**src/rtl/wwd_pkg.sv**
```systemverilog
// Shared definitions for the window watchdog: FSM state encoding, fault
// status codes, fault-phase length and the window-counter load helper.
package wwd_pkg;

  typedef enum logic [2:0] {
    ST_IDLE       = 3'd0,
    ST_FIRST_WIN  = 3'd1,
    ST_SECOND_WIN = 3'd2,
    ST_FAULT      = 3'd3,
    ST_LOCKED     = 3'd4
  } wwd_state_e;

  localparam logic [2:0] FL_NONE    = 3'b000;
  localparam logic [2:0] FL_EARLY   = 3'b001;
  localparam logic [2:0] FL_TIMEOUT = 3'b010;
  localparam logic [2:0] FL_LOCKED  = 3'b011;

  // Number of cycles the reset request stays asserted in FAULT.
  localparam int WD_RST_CYCLES = 4;

  // A window of len ticks loads len-1 and ends on the tick where it reads 0;
  // a zero length is treated as a single-tick window.
  function automatic logic [7:0] win_load(input logic [7:0] len);
    return (len == 8'd0) ? 8'd0 : len - 8'd1;
  endfunction

endpackage

```
**src/rtl/wwd_prescaler.sv**
```systemverilog
// Free-running tick prescaler: tick_o pulses once every PRESCALE cycles.
// clr_i restarts the count so a window always begins on a full period.
module wwd_prescaler #(
  parameter int unsigned PRESCALE = 16
) (
  input  logic clk_i,
  input  logic rst_ni,
  input  logic clr_i,
  output logic tick_o
);

  localparam int unsigned W = (PRESCALE > 1) ? $clog2(PRESCALE) : 1;
  localparam logic [W-1:0] LAST = W'(PRESCALE - 1);

  logic [W-1:0] cnt_q;

  assign tick_o = (cnt_q == LAST);

  // Count up and wrap; a clear forces the count back to zero.
  always_ff @(posedge clk_i or negedge rst_ni) begin
    if (!rst_ni) begin
      cnt_q <= '0;
    end else if (clr_i || tick_o) begin
      cnt_q <= '0;
    end else begin
      cnt_q <= cnt_q + 1'b1;
    end
  end

endmodule

```
**src/rtl/window_watchdog_ctrl.sv**
```systemverilog
// Window watchdog controller. A service must arrive in the open (second)
// window; servicing early or not at all raises a fault with a 4-cycle reset
// request, and too many faults lock the watchdog until RST_N.
// Optional build macro WWD_PRESCALE_EN: windows count prescaled ticks of
// PRESCALE cycles instead of raw clock cycles.
module window_watchdog_ctrl
  import wwd_pkg::*;
#(
  parameter int unsigned PRESCALE = 16
) (
  input  logic       CLK,
  input  logic       RST_N,
  input  logic       INIT,
  input  logic       WDSRVC,
  input  logic [7:0] FWLEN,
  input  logic [7:0] SWLEN,
  input  logic [7:0] RST_LMT,
  output logic       WD_RST,
  output logic       SRVC_ACK,
  output logic [2:0] FLSTAT,
  output logic [7:0] FAIL_CNT,
  output logic [2:0] STATE
);

  wwd_state_e state_q, state_d;
  logic [7:0] cnt_q, cnt_d;
  logic [7:0] fail_cnt_q, fail_cnt_d;
  logic [2:0] flstat_q, flstat_d;
  logic       srvc_ack_q, srvc_ack_d;
  logic       wdsrvc_q;
  logic       srvc_evt;
  logic       win_entry;
  logic       tick;
  wwd_state_e first_state;
  logic [7:0] first_load;
  logic [7:0] fail_inc;

`ifdef WWD_PRESCALE_EN
  wwd_prescaler #(.PRESCALE(PRESCALE)) u_prescaler (
    .clk_i  (CLK),
    .rst_ni (RST_N),
    .clr_i  (win_entry),
    .tick_o (tick)
  );
`else
  logic unused_cfg;
  assign tick       = 1'b1;
  assign unused_cfg = win_entry ^ (^PRESCALE);
`endif

  assign srvc_evt    = WDSRVC && !wdsrvc_q;
  // An empty closed window means the open window starts straight away.
  assign first_state = (FWLEN == 8'd0) ? ST_SECOND_WIN : ST_FIRST_WIN;
  assign first_load  = (FWLEN == 8'd0) ? win_load(SWLEN) : win_load(FWLEN);
  assign fail_inc    = (fail_cnt_q == 8'hFF) ? fail_cnt_q : fail_cnt_q + 8'd1;

  assign WD_RST   = (state_q == ST_FAULT) || (state_q == ST_LOCKED);
  assign SRVC_ACK = srvc_ack_q;
  assign FLSTAT   = flstat_q;
  assign FAIL_CNT = fail_cnt_q;
  assign STATE    = state_q;

  // Next-state, window counter, fault bookkeeping and service acknowledge.
  always_comb begin
    state_d    = state_q;
    cnt_d      = cnt_q;
    fail_cnt_d = fail_cnt_q;
    flstat_d   = flstat_q;
    srvc_ack_d = 1'b0;
    win_entry  = 1'b0;
    unique case (state_q)
      ST_IDLE: begin
        if (INIT) begin
          state_d   = first_state;
          cnt_d     = first_load;
          win_entry = 1'b1;
        end
      end
      ST_FIRST_WIN: begin
        if (!INIT) begin
          state_d = ST_IDLE;
          cnt_d   = 8'd0;
        end else if (srvc_evt) begin
          state_d    = ST_FAULT;
          cnt_d      = 8'(WD_RST_CYCLES - 1);
          flstat_d   = FL_EARLY;
          fail_cnt_d = fail_inc;
        end else if (tick) begin
          if (cnt_q == 8'd0) begin
            state_d   = ST_SECOND_WIN;
            cnt_d     = win_load(SWLEN);
            win_entry = 1'b1;
          end else begin
            cnt_d = cnt_q - 8'd1;
          end
        end
      end
      ST_SECOND_WIN: begin
        if (!INIT) begin
          state_d = ST_IDLE;
          cnt_d   = 8'd0;
        end else if (srvc_evt) begin
          state_d    = first_state;
          cnt_d      = first_load;
          win_entry  = 1'b1;
          flstat_d   = FL_NONE;
          srvc_ack_d = 1'b1;
        end else if (tick) begin
          if (cnt_q == 8'd0) begin
            state_d    = ST_FAULT;
            cnt_d      = 8'(WD_RST_CYCLES - 1);
            flstat_d   = FL_TIMEOUT;
            fail_cnt_d = fail_inc;
          end else begin
            cnt_d = cnt_q - 8'd1;
          end
        end
      end
      ST_FAULT: begin
        if (!INIT) begin
          state_d = ST_IDLE;
          cnt_d   = 8'd0;
        end else if (cnt_q == 8'd0) begin
          if ((RST_LMT != 8'd0) && (fail_cnt_q >= RST_LMT)) begin
            state_d  = ST_LOCKED;
            flstat_d = FL_LOCKED;
          end else begin
            state_d   = first_state;
            cnt_d     = first_load;
            win_entry = 1'b1;
          end
        end else begin
          cnt_d = cnt_q - 8'd1;
        end
      end
      ST_LOCKED: begin
        state_d = ST_LOCKED;
      end
      default: begin
        state_d = ST_IDLE;
        cnt_d   = 8'd0;
      end
    endcase
  end

  // State and bookkeeping registers; reset aborts any window or fault.
  always_ff @(posedge CLK or negedge RST_N) begin
    if (!RST_N) begin
      state_q    <= ST_IDLE;
      cnt_q      <= 8'd0;
      fail_cnt_q <= 8'd0;
      flstat_q   <= FL_NONE;
      srvc_ack_q <= 1'b0;
      wdsrvc_q   <= 1'b0;
    end else begin
      state_q    <= state_d;
      cnt_q      <= cnt_d;
      fail_cnt_q <= fail_cnt_d;
      flstat_q   <= flstat_d;
      srvc_ack_q <= srvc_ack_d;
      wdsrvc_q   <= WDSRVC;
    end
  end

endmodule

```
**config.mk**
```make
export PLATFORM = sky130hd
export DESIGN_NAME = window_watchdog_ctrl
export DESIGN_NICKNAME = d
export VERILOG_FILES = /design/src/rtl/wwd_pkg.sv /design/src/rtl/wwd_prescaler.sv /design/src/rtl/window_watchdog_ctrl.sv
export SDC_FILE = /design/constraint.sdc
export NUM_CORES = 1
export LEC_CHECK = 0
export CORE_ASPECT_RATIO = 1.2
export CORE_UTILIZATION = 25
export DETAILED_ROUTE_END_ITERATION = 12
export GPL_TIMING_DRIVEN = 0
export MAX_ROUTING_LAYER = met4
export PLACE_DENSITY_LB_ADDON = 0.05
export SETUP_SLACK_MARGIN = 0.1
export SLEW_MARGIN = 5
export SYNTH_ARGS = -nofsm -noshare
export SYNTH_HDL_FRONTEND = slang
export SYNTH_HIERARCHICAL = 1
export SYNTH_SLANG_ARGS = --single-unit
```
**constraint.sdc**
```tcl
create_clock -name CLK -period 3.48 [get_ports CLK]
set_clock_uncertainty 0.05 [all_clocks]
set_input_delay 0.348 -clock CLK [delete_from_list [all_inputs] [get_ports CLK]]
set_output_delay 0.348 -clock CLK [all_outputs]
set_load 0.02 [all_outputs]
```
-- Yosys cells after proc, flatten, opt, wreduce, memory -nomap -nowiden
Cells that the tools add are included.
- bits in registers: 24
- input bits: 28
- output and inout port bits: 16
- logic and storage cells: 89
- add/subtract/negate cells: 4
- order comparisons: 1
- equal/unequal tests: 19
- mux-type cells: 43
- bitwise logic cells: 1
- reductions and logical operators: 15
- operator list (kind ; count):
    8-bit 2-to-1 mux ; 18
    3-bit 2-to-1 mux ; 17
    8-bit case mux with 5 select lines ; 1
    8-bit logical NOT ; 3
    8-bit by 1-bit subtractor with 8-bit output, second input constant ; 3
    8-bit case mux with 2 select lines ; 1
    3-bit case mux with 5 select lines ; 1
    2-bit inequality test, second input constant ; 7
    4-bit inequality test, second input constant ; 3
    3-bit case mux with 3 select lines ; 1
    8-bit by 1-bit adder with 8-bit output, second input constant ; 1
    8-bit == test, second input constant ; 1
    8-bit >= comparator ; 1
    8-bit AND reduction ; 1
    8-bit nonzero test ; 1
    3-bit by 2-bit == test with 1-bit output, second input constant ; 2
    6-bit AND reduction ; 1
    2-bit by 1-bit inequality test with 1-bit output, second input constant ; 2
    4-bit AND reduction ; 1
    3-bit by 1-bit == test with 1-bit output, second input constant ; 1
    3-bit == test, second input constant ; 1
    3-bit logical NOT ; 1
    1-bit 2-to-1 mux ; 3
    3-bit by 2-bit inequality test with 1-bit output, second input constant ; 1
    9 further kinds ; 10

-- Depth between registers and ports, before layout
Gate-level depths: netlist of run 1.
- word-level depth: 7
- depth in mapped cells: 9
- depth with buffers taken out: 8

-- Least setup slack after synthesis of run 1
Ideal clock, no wire load.
- path type: flip-flop to flip-flop
- start point: register cnt_q[0]
- end point: register fail_cnt_q[1] (netlist: FAIL_CNT[1])
- arrival time: 2.053 ns
- data required time: 3.305 ns
- slack: 1.253 ns
- cell stages (with the launch flop): 8
- buffers on the path: 0
- clock period less this slack: 2.227 ns
- cell sequence: dfrtp_1 > inv_1 > ha_1 > nor3b_1 > and2_4 > a22oi_2 > a311oi_4 > mux2_2
- longest elaborated chain between the ends: 3
- RTL lines (what ; line ; RTL):
    from (decl) ; window_watchdog_ctrl.sv:26 ; logic [7:0] cnt_q, cnt_d;
    from (signal assigned) ; window_watchdog_ctrl.sv:157 ; cnt_q <= cnt_d;
    8-bit logical NOT ; window_watchdog_ctrl.sv:109 ; if (cnt_q == 8'd0) begin
    2-bit inequality test (no line) ; - ;
    6-bit AND reduction (no line) ; - ;
    to (signal assigned) ; window_watchdog_ctrl.sv:158 ; fail_cnt_q <= fail_cnt_d;
    to (decl) ; window_watchdog_ctrl.sv:27 ; logic [7:0] fail_cnt_q, fail_cnt_d;
Every way passes these cells.
A chain may end at the register's enable or synchronous reset.

-- Worst setup path after layout of run 1
- start point: input port INIT
- end point: register cnt_q[6]
- longest elaborated chain between the ends: 2
- RTL lines (what ; line ; RTL):
    from (decl) ; window_watchdog_ctrl.sv:13 ; input logic INIT,
    8-bit 2-to-1 mux, or another cell as far along ; window_watchdog_ctrl.sv:120 ; if (!INIT) begin
    8-bit case mux with 5 select lines / 3-bit AND reduction (equally long branches) ; - ;
Several ways; a longest one is shown, not always the timed one.

==> out/results.txt, run 1 <==
Clock-pin slew on the worst setup and hold paths - 0.10 ns
Hold slack final - 0.0116 ns
RSZ-0062 raised after global routing - no
Final Power - 1650 µW
Nature of the critical path endpoint - register
Worst-path fanout max - 7
Synth Instances - 282
Critical path startpoint category - input pin
Longest Clk Path Bufs - 2
Area leader, netlist - dfrtp_1
I/O pin cnt - 44
Worst slew pin tran - 1.02 ns
Ys Warns - 6
Hold Buf Count CTS - 0
Number of synthesized flops with an enable pin - 0
First-pass GRT wire length - 11.6 mm
P&R area growth vs syn - 26.9%
Relative slew slack - 31.5%
Starting Density - 26.1%
CTS Root Buffer Type - clkbuf_8
Post-cts resize count - 0
Post-detail-place hpwl - 5.62 mm
Final hold vios - 0
Largest net degree at the start of global routing - 24
GRT Total Usage - 16.7%
H-Tree Depth - 1
Grt ovf - 0
Hold crit path type - in2async
DIE HEIGHT - 106 µm
Final Setup Violations - 0
Core area - 8660 µm²
Iter 0 DRT Violations - 100
Cell Count, Final, Fillers Out - 445
Avg Vias per Cell - 5.14
Most common cell after layout, fill and taps aside - clkdlybuf4s50_1
Tmin final - 2.82 ns
Row cnt - 37
Final cell utilization of the core - 33.2%
Status - complete, no violations
Die X - 88.8 µm
Final WL - 7.25 mm
Cell variety after synth - 63
Vias in the first global route - 2,239
Total CTS buffers - 3
FF+latch count, synth - 23
Layout cells sized above 1 - 7.62%
Clock Latency Late Sink - 0.28 ns
Synth top area cells - dfrtp_1, ha_1, xnor2_1
Nets - 371
DRC - 0
Detail Route Antenna Nets - 0
Max-slew violations - 0
Mean Syn Cell Area - 8.02 µm²
Total number of vias - 2,288
Yosys top cell area share - 25.4%
Main synth FF type - dfrtp_1
Initial antenna violation count - 0
Tcrit/Tclk final - 81.0%
Post-CTS Setup Repair Bufs - 0
VDD IR max - 0.000293 V
Number of iterations in the first detailed-routing pass - 4
Arr. time, crit path - 2.97 ns
CP required - 3.63 ns
Total power divided by cell area - 576 nW/µm²
Net Count, Synth - 324
Seq/Total Area, Yosys - 25.4%
Lkg Pwr - 0.00114 µW
FMAX - 355 MHz
DR WL/cell - 16.3 µm
Clock sink count - 23
Die footprint - 9430 µm²
Mapped cell area - 2260 µm²
Crit path kind - in2reg
GPL Wtd Cong - 0.777
# diodes - 0
Async SR Flop Fraction - 100%
MaxCap Viol Count - 0
CTS tree - done
I/O Buffers - 42
Inst Count DP - 441
Most frequent cells in the layout - clkdlybuf4s50_1, nand2_1, dfrtp_1, a21oi_1, nor2_1
Total negative slack - 0 ns
## synth_stat cells (2+ instances only)
cell      number
a211oi_1       4
a21oi_1       23
a22oi_1        2
a31oi_1        6
a32oi_1        2
and3_1         5
buf_2          2
buf_6          2
clkbuf_1       5
dfrtp_1       23
ha_1          14
inv_1         18
mux2_2         2
nand2_1       26
nand2b_1       3
nand3_1        7
nand4_1        5
nor2_1        21
nor2b_1        4
nor3_1        13
nor3b_1        4
nor4_1         4
nor4_4         2
nor4b_1        2
o21ai_0       17
o22ai_1        3
o31ai_1        5
or3_1          2
or4_1          5
xnor2_1       14
xor2_1         5
## cells by family (layout without fill, tap and decap cells)
| kind of cell | Yosys count | count (layout) | share of synthesized area, % |
|---|---|---|---|
| xor+xnor | 19 | 19 | 7.36 |
| mux | 3 | 3 | 1.44 |
| simple gates | 111 | 111 | 27.1 |
| fa+ha+maj | 14 | 14 | 7.74 |
| other cells | 1 | 1 | 0.166 |
| flops | 23 | 23 | 25.4 |
| compound gates | 83 | 83 | 25.2 |
| buf+inv | 28 | 74 | 5.59 |
## layout make-up
type | instances | area [µm²]
Timing Repair Buffer | 42 | 415
Clock inverter | 1 | 5.00
Clock buffer | 3 | 41.3
Sequential cell | 23 | 576
Fill cell | 938 | 5790
Buffer | 10 | 58.8
Inverter | 18 | 67.6
Multi-Input combinational cell | 231 | 1560
Tap cell | 117 | 146
## worst paths after layout
path,start,to,slack [ns],cells after the start
max,INIT,cnt_q[6],0.66,7
min,RST_N,wdsrvc_q,0.01,1
max reg2reg,STATE[2],cnt_q[6],0.85,6
min reg2reg,FLSTAT[0],FLSTAT[0],0.47,1
max in group asynchronous,RST_N,cnt_q[1],2.97,1
min in group CLK,FLSTAT[0],FLSTAT[0],0.47,1
## through the flow
| step | setup WS (ns) | area, µm² |
|---|---|---|
| 2_1_floorplan | 1.25 | 2260 |
| 3_3_place_gp | 0.311 | 2830 |
| 3_5_place_dp | 0.310 | 2830 |
| 4_1_cts | 0.629 | 2880 |
| 5_1_grt | 0.427 | 2870 |
| 6_report | 0.661 | 2870 |
## power breakdown
group,leakage [µW],total (µW),switching (µW),internal [µW]
clock network,0.0000255,185,104,80.5
registers,0.000292,476,124,353
logic,0.000820,992,565,427
## sequential cells by signal, summed over array words and instances, names as in the netlist
name      cells
FAIL_CNT      8
FLSTAT        2
SRVC_ACK      1
STATE         3
cnt_q         8
wdsrvc_q      1
## routing by layer
metal / up-vias / global-route usage [%] / wire [µm]
met2: 48 / 28.7 / 3740
met4: 0 / 4.03 / 95
li1: 1138 / - / -
met5: - / - / 0
met3: 8 / 2.48 / 287
met1: 1094 / 20.3 / 3130
## critical path: stages
cell	delay, ns
clkdlybuf4s50_1	0.62
nand3b_1	0.12
a211oi_1	0.86
a21oi_1	0.20
nor4b_1	0.52
nor3_1	0.12
o21ai_0	0.17
No activity file was read; power rests on OpenSTA's default activity.
==> inputs of run 2 (changes only) <==
Clock period 3.48 ns to 2.6 ns, I/O delays scaled along.
==> run 2 against run 1 <==
  * Cell count increased by 0.67%
  * Via count is 1.0% higher
  * Wire length increased by 1.3%
  * Register-to-register slack worse by 0.57 ns
  * Sequential power up 36%
  * First-iteration DRC count fell by 27%
  * Worst hold slack improved by 0.44 ns
  * Critical path depth down 2
  * Combinational power increased by 40%
  * Sequential share of layout area fell by 0.57 points
  * Sequential cell count stayed put
  * Power rose by 38%
==> out/results.txt, run 2 (synthesized netlist as in run 1, its figures left out) <==
Area of the multi-input gates - 1620 µm² (was 1560 µm²)
Total number of vias - 2,312 (was 2,288)
Most frequent cells in the layout - clkdlybuf4s50_1, nand2_1, dfrtp_1, a21oi_1, nor2_1 (unchanged)
I/O Buffers - 42 (unchanged)
MaxCap Viol Count - 0 (unchanged)
Final WL - 7.34 mm (was 7.25 mm)
Inst Count DP - 441 (unchanged)
Starting Density - 26.1% (unchanged)
I/O pin cnt - 44 (unchanged)
GRT Total Usage - 16.7% (unchanged)
Die footprint - 9430 µm² (unchanged)
Arr. time, crit path - 2.06 ns (was 2.97 ns)
Longest Clk Path Bufs - 2 (unchanged)
Avg Vias per Cell - 5.16 (was 5.14)
Total CTS buffers - 3 (unchanged)
VDD IR max - 0.000393 V (was 0.000293 V)
Clock sink count - 23 (unchanged)
Hold crit path type - in2reg (was in2async)
Number of fill cells - 935 (was 938)
Total power divided by cell area - 772 nW/µm² (was 576 nW/µm²)
Worst-path fanout max - 10 (was 7)
FMAX - 422 MHz
Iter 0 DRT Violations - 73 (was 100)
Worst reg2reg setup slack - 0.28 ns (was 0.85 ns)
Hold slack final - 0.449 ns (was 0.0116 ns)
Number of iterations in the first detailed-routing pass - 4 (unchanged)
Nature of the critical path endpoint - output pin (was register)
CP required - 2.29 ns (was 3.63 ns)
Grt ovf - 0 (unchanged)
Nets - 374 (was 371)
RSZ-0062 raised after global routing - yes (was no)
Final cell utilization of the core - 34.1% (was 33.2%)
Crit path kind - reg2out (was in2reg)
DRC - 0 (unchanged)
Most common cell after layout, fill and taps aside - clkdlybuf4s50_1 (unchanged)
First-pass GRT wire length - 11.6 mm (unchanged)
Critical path startpoint category - register (was input pin)
GPL Wtd Cong - 0.777 (unchanged)
Register Area - 576 µm² (unchanged)
Clock Latency Late Sink - 0.27 ns (was 0.28 ns)
Lkg Pwr - 0.00116 µW (was 0.00114 µW)
Max-slew violations - 0 (unchanged)
Core area - 8660 µm² (unchanged)
# diodes - 0 (unchanged)
Final hold vios - 0 (unchanged)
H-Tree Depth - 1 (unchanged)
Worst slew pin tran - 0.627 ns (was 1.02 ns)
DR WL/cell - 16.4 µm (was 16.3 µm)
Tmin final - 2.37 ns
Post-detail-place hpwl - 5.62 mm (unchanged)
Die X - 88.8 µm (unchanged)
Cell Count, Final, Fillers Out - 448 (was 445)
Detail Route Antenna Nets - 0 (unchanged)
CTS tree - done (unchanged)
Total negative slack - 0 ns (unchanged)
Vias in the first global route - 2,229 (was 2,239)
Layout cells sized above 1 - 10.9% (was 7.62%)
Final Setup Violations - 0 (unchanged)
Clock-pin slew on the worst setup and hold paths - 0.09 ns (was 0.10 ns)
DIE HEIGHT - 106 µm (unchanged)
CTS Root Buffer Type - clkbuf_8 (unchanged)
P&R area growth vs syn - 30.6% (was 26.9%)
Status - complete, no violations (unchanged)
Tcrit/Tclk final - 91.1%
Relative slew slack - 58.1% (was 31.5%)
Largest net degree at the start of global routing - 24 (unchanged)
Initial antenna violation count - 0 (unchanged)
Row cnt - 37 (unchanged)
[run 2: critical path: stages, from the launching register on]
cell             delay, ns
dfrtp_1               0.41
buf_2                 0.21
nor2_2                0.32
nand2_1               0.11
o21ai_0               0.10
clkdlybuf4s50_1       0.63
[run 2: layout make-up]
type / count / share of cell area (%)
buffer: 10 / 1.99
clock buffer: 3 / 1.40
clock inverter: 1 / 0.169
inverter: 18 / 2.29
multi-input combinational: 231 / 54.8
sequential: 23 / 19.5
tap: 117 / 4.96
timing repair buffer: 45 / 14.9
[run 2: per-stage QoR]
stage,power [µW],setup WS (ns),cell area (µm²)
2_1_floorplan,1500,0.373,2260
6_report,2280,0.233,2950
5_1_grt,2480,0.0407,2950
4_1_cts,2260,0.0553,2890
3_3_place_gp,1990,-0.481,2830
3_5_place_dp,1980,-0.482,2830
[run 2: what timing repair did]
action	CTS	global route
pin swaps	0	2
endpoints found under the hold margin	0	23
setup endpoints to repair	13	13
hold buffers	0	1
resized for setup	4	9
setup buffers	0	2
cloned	0	0
[run 2: where the power goes]
part / internal [µW] / total, µW / switching (µW)
clock: 108 / 244 / 136
sequential: 472 / 647 / 175
combinational: 609 / 1390 / 782
[run 2: path summary, 6_finish.rpt]
path | start | end | cells after the start
max in group asynchronous | RST_N | cnt_q[1] | 2
worst max-delay path | STATE[1] | WD_RST | 5
worst min-delay path | WDSRVC | wdsrvc_q | 1
min in group asynchronous | RST_N | wdsrvc_q | 2
worst min register to register | FLSTAT[0] | FLSTAT[0] | 1
worst max register to register | cnt_q[0] | cnt_q[5] | 8
[run 2: layer usage]
layer | vias to the layer above | track usage [%] | wire (µm)
li1 | 1145 | - | -
met1 | 1114 | 20.6 | 3220
met2 | 45 | 28.8 | 3780
met3 | 8 | 2.17 | 256
met4 | 0 | 3.80 | 93
met5 | - | - | 0
